## config.mk

```make
export PLATFORM = sky130hd
export DESIGN_NAME = motor_pingroup_sync
export DESIGN_NICKNAME = d
export VERILOG_FILES = /design/src/rtl/motor_pingroup_sync.sv
export SDC_FILE = /design/constraint.sdc
export NUM_CORES = 1
export LEC_CHECK = 0
export ABC_AREA = 1
export BUFFER_PORTS_ARGS = -buffer_cell sky130_fd_sc_hd__buf_4
export CORE_AREA = 5 5 204 206
export CTS_BUF_LIST = sky130_fd_sc_hd__clkbuf_16
export CTS_CLUSTER_DIAMETER = 30
export DETAILED_ROUTE_END_ITERATION = 8
export DIE_AREA = 0 0 209 211
export GPL_TIMING_DRIVEN = 0
export PLACE_DENSITY = 0.82
export SLEW_MARGIN = 20
export SYNTH_ARGS = -nofsm -noshare
export SYNTH_HDL_FRONTEND = slang
export SYNTH_SLANG_ARGS = --single-unit
```

## constraint.sdc

```tcl
create_clock -name clk_i -period 2.05 [get_ports clk_i]
set_input_delay 0.1025 -clock clk_i [delete_from_list [all_inputs] [get_ports clk_i]]
set_output_delay 0.1025 -clock clk_i [all_outputs]
set_load 0.05 [all_outputs]
```

## src/rtl/motor_pingroup_sync.sv

```systemverilog
// Motor pin group: synchronised/debounced driver inputs, registered driver outputs.
// Optional per-motor fault latch built when MOTOR_PINGROUP_FAULT_LATCH_EN is defined.

package motor_pingroup_pkg;
  typedef struct packed {
    logic StepBOOST_o;
    logic StepDIR_o;
    logic StepDeactivate_o;
    logic StepOutP_o;
  } mcoutput_t;

  typedef struct packed {
    logic       OH_i;
    logic       StepPFail_i;
    logic [1:0] RawSwitches_b2;
  } mcinput_t;
endpackage

module motor_pingroup_sync
  import motor_pingroup_pkg::*;
#(
  parameter int unsigned NUM_MOTORS      = 16,
  parameter int unsigned SYNC_STAGES     = 2,
  parameter int unsigned DEBOUNCE_CYCLES = 64
) (
  input  logic                  clk_i,
  input  logic                  rstn_i,
  input  logic [1:NUM_MOTORS]   pl_fail,
  input  logic [1:NUM_MOTORS]   pl_sw_outa,
  input  logic [1:NUM_MOTORS]   pl_sw_outb,
  output logic [1:NUM_MOTORS]   pl_boost,
  output logic [1:NUM_MOTORS]   pl_dir,
  output logic [1:NUM_MOTORS]   pl_en,
  output logic [1:NUM_MOTORS]   pl_clk,
  input  mcoutput_t [NUM_MOTORS:1] motorControl,
  output mcinput_t  [NUM_MOTORS:1] motorStatus,
  input  logic [1:NUM_MOTORS]   fault_clr_i,
  output logic [1:NUM_MOTORS]   fault_o
);

  localparam int unsigned CW = $clog2(DEBOUNCE_CYCLES + 1);
  localparam logic [CW-1:0] CNT_LAST = CW'(DEBOUNCE_CYCLES - 1);

  logic [1:NUM_MOTORS] f_fail, f_swa, f_swb;
  logic [1:NUM_MOTORS] fault_n;
  logic [1:NUM_MOTORS] boost_d, dir_d, en_d, clk_d;
  logic [1:NUM_MOTORS] boost_q, dir_q, en_q, clk_q;

  for (genvar m = 1; m <= NUM_MOTORS; m++) begin : g_motor
    logic [2:0] pin_raw;
    logic [2:0] filt;

    assign pin_raw = {pl_sw_outb[m], pl_sw_outa[m], pl_fail[m]};

    for (genvar b = 0; b < 3; b++) begin : g_bit
      logic [SYNC_STAGES-1:0] sync_q, sync_d;
      logic                   filt_q, filt_d;
      logic [CW-1:0]          cnt_q, cnt_d;
      logic                   s;

      assign s = sync_q[SYNC_STAGES-1];

      // Counter only runs while the synchronised bit disagrees with the filtered
      // state, so any bounce back to the old level restarts the count from zero.
      always_comb begin
        sync_d = {sync_q[SYNC_STAGES-2:0], pin_raw[b]};
        filt_d = filt_q;
        cnt_d  = '0;
        if (s != filt_q) begin
          if (cnt_q == CNT_LAST) begin
            filt_d = s;
          end else begin
            cnt_d = cnt_q + 1'b1;
          end
        end
      end

      always_ff @(posedge clk_i or negedge rstn_i) begin
        if (!rstn_i) begin
          sync_q <= '0;
          filt_q <= 1'b0;
          cnt_q  <= '0;
        end else begin
          sync_q <= sync_d;
          filt_q <= filt_d;
          cnt_q  <= cnt_d;
        end
      end

      assign filt[b] = filt_q;
    end

    assign f_fail[m] = filt[0];
    assign f_swa[m]  = filt[1];
    assign f_swb[m]  = filt[2];

    assign motorStatus[m].OH_i           = 1'b0;
    assign motorStatus[m].StepPFail_i    = f_fail[m];
    assign motorStatus[m].RawSwitches_b2 = {f_swb[m], f_swa[m]};

    // A faulted driver is parked: enable deasserted, no step pulses, no boost.
    assign boost_d[m] = motorControl[m].StepBOOST_o & ~fault_n[m];
    assign dir_d[m]   = motorControl[m].StepDIR_o;
    assign en_d[m]    = motorControl[m].StepDeactivate_o | fault_n[m];
    assign clk_d[m]   = motorControl[m].StepOutP_o & ~fault_n[m];
  end

`ifdef MOTOR_PINGROUP_FAULT_LATCH_EN
  logic [1:NUM_MOTORS] fault_q;

  assign fault_n = f_fail | (fault_q & ~fault_clr_i);

  always_ff @(posedge clk_i or negedge rstn_i) begin
    if (!rstn_i) begin
      fault_q <= '0;
    end else begin
      fault_q <= fault_n;
    end
  end

  assign fault_o = fault_q;
`else
  logic unused_fault_clr;

  assign unused_fault_clr = ^fault_clr_i;
  assign fault_n          = '0;
  assign fault_o          = '0;
`endif

  always_ff @(posedge clk_i or negedge rstn_i) begin
    if (!rstn_i) begin
      boost_q <= '0;
      dir_q   <= '0;
      en_q    <= '1;
      clk_q   <= '0;
    end else begin
      boost_q <= boost_d;
      dir_q   <= dir_d;
      en_q    <= en_d;
      clk_q   <= clk_d;
    end
  end

  assign pl_boost = boost_q;
  assign pl_dir   = dir_q;
  assign pl_en    = en_q;
  assign pl_clk   = clk_q;

endmodule

```

# ---- Word level (Yosys, flattened, before mapping)
# Index checks and enable logic that the tools add are counted.
dict set report word_totals {
  rom_bits 0
  latchBits 0
  mem_bits_rw 0
  memories 0
  register_bits 544
  in_bits 130
}
dict set report classes {
  n_bitwise 0
  eq_ne 96
  n_mul 0
  add_sub_neg 48
  reduce_logical 48
  n_mux 96
  div_mod_pow 0
  n_lt_le_gt_ge 0
  shift 0
}
# operator count
set ops {}
lappend ops {{two-way mux 7 bit} 96}
lappend ops {{adder 7 x 1 -> 7 bit (second input constant)} 48}
lappend ops {{== test 7 x 6 -> 1 bit (second input constant)} 48}
lappend ops {{AND reduction 2 bit} 48}
lappend ops {{inequality test 1 bit} 48}

# ---- Logic depth before layout (Yosys ltp)
dict set report depth {
  word_depth 3
  depth_mapped 6
}

# ---- Least setup slack after synthesis
# Ideal clock, no wire load.
dict set report synth_timing {
  path_type {register to register}
  from {register g_motor[2].g_bit[0].cnt_q[0]}
  to {register g_motor[2].g_bit[0].cnt_q[5]}
  path_stages_with_launch 7
  setup_slack_ns 0.954
  t_arrival_ns 0.980
  n_path_buf 0
  setup_time_ns 0.117
  path_cell_list {dfrtp_1 ha_1 inv_1 nor2_2 nand3_2 nand2_2 nor2_1}
}
dict set report synth_between {
  elab_chain_cells 3
  elab_cells_between_ends 4
  classes_between {add/sub: 1; eq/ne: 1; mux: 2}
}
# element line
set synth_rtl {}
lappend synth_rtl {{from (decl)} 58} ;# logic [CW-1:0] cnt_q, cnt_d;
lappend synth_rtl {{from (signal assigned)} 86} ;# cnt_q <= cnt_d;
lappend synth_rtl {{adder 7 x 1 -> 7 bit / == test 7 x 6 -> 1 bit (equally long branches)} {73, 70}}
lappend synth_rtl {{two-way mux 7 bit (*)} 70} ;# if (cnt_q == CNT_LAST) begin
lappend synth_rtl {{two-way mux 7 bit (*)} 69} ;# if (s != filt_q) begin
lappend synth_rtl {{via g_motor[2].g_bit[0].cnt_d[5]} 58}
# The timed path passes the listed nets; every way through them passes the cells marked *.
# A chain may end at the register's enable or synchronous reset.

==> flow_summary.json <==
{
  "drtPass1Iterations": 7,
  "yosysUniqueCellTypes": 26,
  "ios": 274,
  "cts_buffers": 103,
  "die-width_um": 209,
  "power_switching_mw": 7.207,
  "synth-edff-count": 0,
  "die_area_mm2": 0.04410,
  "nets": 3051,
  "p_seq_frac": 0.378,
  "synthArstFlopShare": 1.000,
  "synth-seq-cells": 544,
  "status": "completed",
  "internal_power_mw": 23.27,
  "portBuffers": 225,
  "htreeDepth": 3,
  "gp_congestion": 0.8172,
  "grt_pass1_vias": 18960,
  "cts_resized": 0,
  "synth.most_common_cell": "dfrtp_1",
  "clkPwrFrac": 0.561,
  "clk_latency_ns": 0.61,
  "final.setup.tns_ns": 0,
  "post-place-ws_ns": 0.2691,
  "fillers": 2267,
  "r2r_slack_ns": 0.62,
  "grt.total_usage": 0.2439,
  "netlist_area_mm2": 0.02345,
  "viasPerCell": 5.071,
  "cp-start-kind": "primary input",
  "dp.final_hpwl_um": 31300,
  "tightest_slew_ns": 0.5632,
  "timing.rr.end": "g_motor[14].g_bit[1].cnt_q[0]",
  "required_ns": 2.75,
  "crit_type": "in -> async",
  "die_y_um": 211,
  "netSwitchingFraction": 0.2365,
  "synth_cells": 2393,
  "path_max_fanout": 94,
  "rsz0062_at_grt": "no",
  "crit_arrival_ns": 2.38,
  "fmax_mhz": 594.7,
  "timing.final.crit_share": 0.8203,
  "start_util": 0.5943,
  "syn_avg_cell_area_um2": 9.799,
  "setup_viol": 0,
  "relSlewSlack": 0.6218,
  "cts_tree": "built",
  "fin_crit_ns": 1.682,
  "rows": 73,
  "p_leak_nw": 14.93,
  "drv_slew": 0,
  "post_cts_buffers": 0,
  "numClockSinks": 544,
  "antenna_found_initial": 5,
  "comb_power_share": 0.061,
  "clockBufferDepth": 3,
  "placed_cells": 3180,
  "wl_per_cell_um": 15.23,
  "cellPowerDensity_mw_per_mm2": 990.0,
  "fin_ws_ns": 0.3685,
  "ys_seq_area_frac": 0.5814,
  "final_antenna_net_count": 0,
  "drt_iter0_markers": 1171,
  "rr_startpoint": "g_motor[14].g_bit[1].cnt_q[0]",
  "wirelength_um": 53110,
  "fin_skew_ns": 0.02174,
  "reg2reg_depth": 6,
  "dr_total_vias": 17690,
  "fin_util": 0.7802,
  "drc": 0,
  "min_path_type": "in -> async",
  "max-cap-violations": 0,
  "grt_overflow_total": 0,
  "grt_pass1_wl_um": 89670,
  "placed_area_mm2": 0.02608,
  "stdcell_area_mm2": 0.03079,
  "ys_warn_count": 0,
  "core_mm2": 0.03946,
  "hold_violations": 0,
  "worstSetupEndpointType": "async pin",
  "grt_max_degree": 96,
  "cts-root-buf": "clkbuf_16",
  "cts.clk_slew.worst_paths_ns": 0.05,
  "ir_worst_vdd_uv": 814.4,
  "yosysTopAreaCell": "dfrtp_1",
  "holdBufCountCts": 113,
  "synth_top_area_share": 0.5635,
  "synth_area_leaders": "dfrtp_1 (56%), nand2_1 (5.8%), nor2_1 (5.4%)",
  "ys_top_cells_by_count": "dfrtp_1 (528), nand2_1 (362), nor2_1 (335)",
  "area_growth_pct": 31.29,
  "drive_gt1_frac": 0.2271,
  "final_cells": 3488,
  "ys.flop_type": "dfrtp_1"
}
[cells by family (layout without fill, tap and decap cells)]
group / Yosys count / after routing / share of synthesized area
DFF: 544 / 544 / 0.5814
adders and majority gates: 48 / 48 / 0.02561
and+or+nand+nor: 1144 / 1144 / 0.2310
xor gates and xnor gates: 144 / 144 / 0.05475
AOI/OAI and AO/OA: 107 / 107 / 0.02945
buffers and inverters: 405 / 940 / 0.07764
other: 1 / 36 / 0.0001599
[area by class of cell]
class / count / area (µm²) / share of cell area
sequential: 544 / 13630 / 0.4428
tap: 525 / 656.9 / 0.02134
clock buffer: 104 / 2603 / 0.08454
multi-input combinational: 1475 / 8112 / 0.2635
clock inverter: 87 / 958.4 / 0.03113
antenna: 4 / 10.01 / 0.0003251
inverter: 325 / 1220 / 0.03963
buffer: 80 / 600.6 / 0.01951
timing repair buffer: 344 / 2993 / 0.09722
[sequential cells by signal, summed over array words and instances, names as in the netlist]
name / cells
g_motor.g_bit.cnt_q: 336
g_motor.g_bit.filt_q: 48
g_motor.g_bit.sync_q: 96
pl_boost: 16
pl_clk: 16
pl_dir: 16
pl_en: 16
[critical path, cell delays in order]
cell           delay [ns]
dlygate4sd3_1        0.57
buf_8                0.40
buf_16               0.36
buf_16               0.39
buf_16               0.39
[through the flow]
stage	hold slack, ns	total power [mW]
finish	0.03088	30.48
global route	0.06009	31.57
CTS	0.01677	30.64
detailed placement	0.06572	13.30
global placement	0.2106	13.18
floorplan	-0.1931	12.57
[cells in the final DEF, fill, tap and decap left out, drive strengths merged, types with 11 or more instances in the layout]
cell type,synthesis,routed
dfrtp,528,528
nand2,435,435
nor2,384,384
inv,325,344
buf,80,311
nand3,181,181
dlygate4sd3,0,113
clkbuf,0,104
xnor2,85,85
nor3,74,74
xor2,59,59
o21bai,59,59
nand4,48,48
ha,48,48
clkinv,0,38
o21ai,37,37
conb,1,32
nor3b,22,22
bufinv,0,17
dfstp,16,16
clkinvlp,0,13
a21oi,11,11
[how the worst max path moves through the flow]
stage / slack [ns] / end / startpoint
floorplan: 0.95 / g_motor[2].g_bit[0].cnt_q[5] / g_motor[2].g_bit[0].cnt_q[0]
global placement: -4.70 / g_motor[10].g_bit[0].sync_q[0] / rstn_i
detailed placement: 0.27 / pl_en[12] / rstn_i
CTS: 0.32 / pl_en[2] / rstn_i
global route: 0.09 / pl_en[13] / rstn_i
finish: 0.37 / pl_en[13] / rstn_i
[metal layers]
metal,up-vias,part of all wire,global-route usage
met4,4,0.032,0.09451
met1,8673,0.37,0.2726
li1,8438,-,-
met5,-,0.00055,0
met3,134,0.048,0.05065
met2,438,0.54,0.4575
[power by group through the flow]
| stage | clock network [mW] | registers, mW | logic, mW |
|---|---|---|---|
| finish | 17.1 | 11.5 | 1.85 |
| global route | 18.0 | 11.6 | 2.04 |
| CTS | 17.3 | 11.5 | 1.85 |
| detailed placement | 0 | 11.7 | 1.63 |
| global placement | 0 | 11.6 | 1.54 |
| floorplan | 0 | 11.8 | 0.742 |
(Power assumes the default switching activity.)
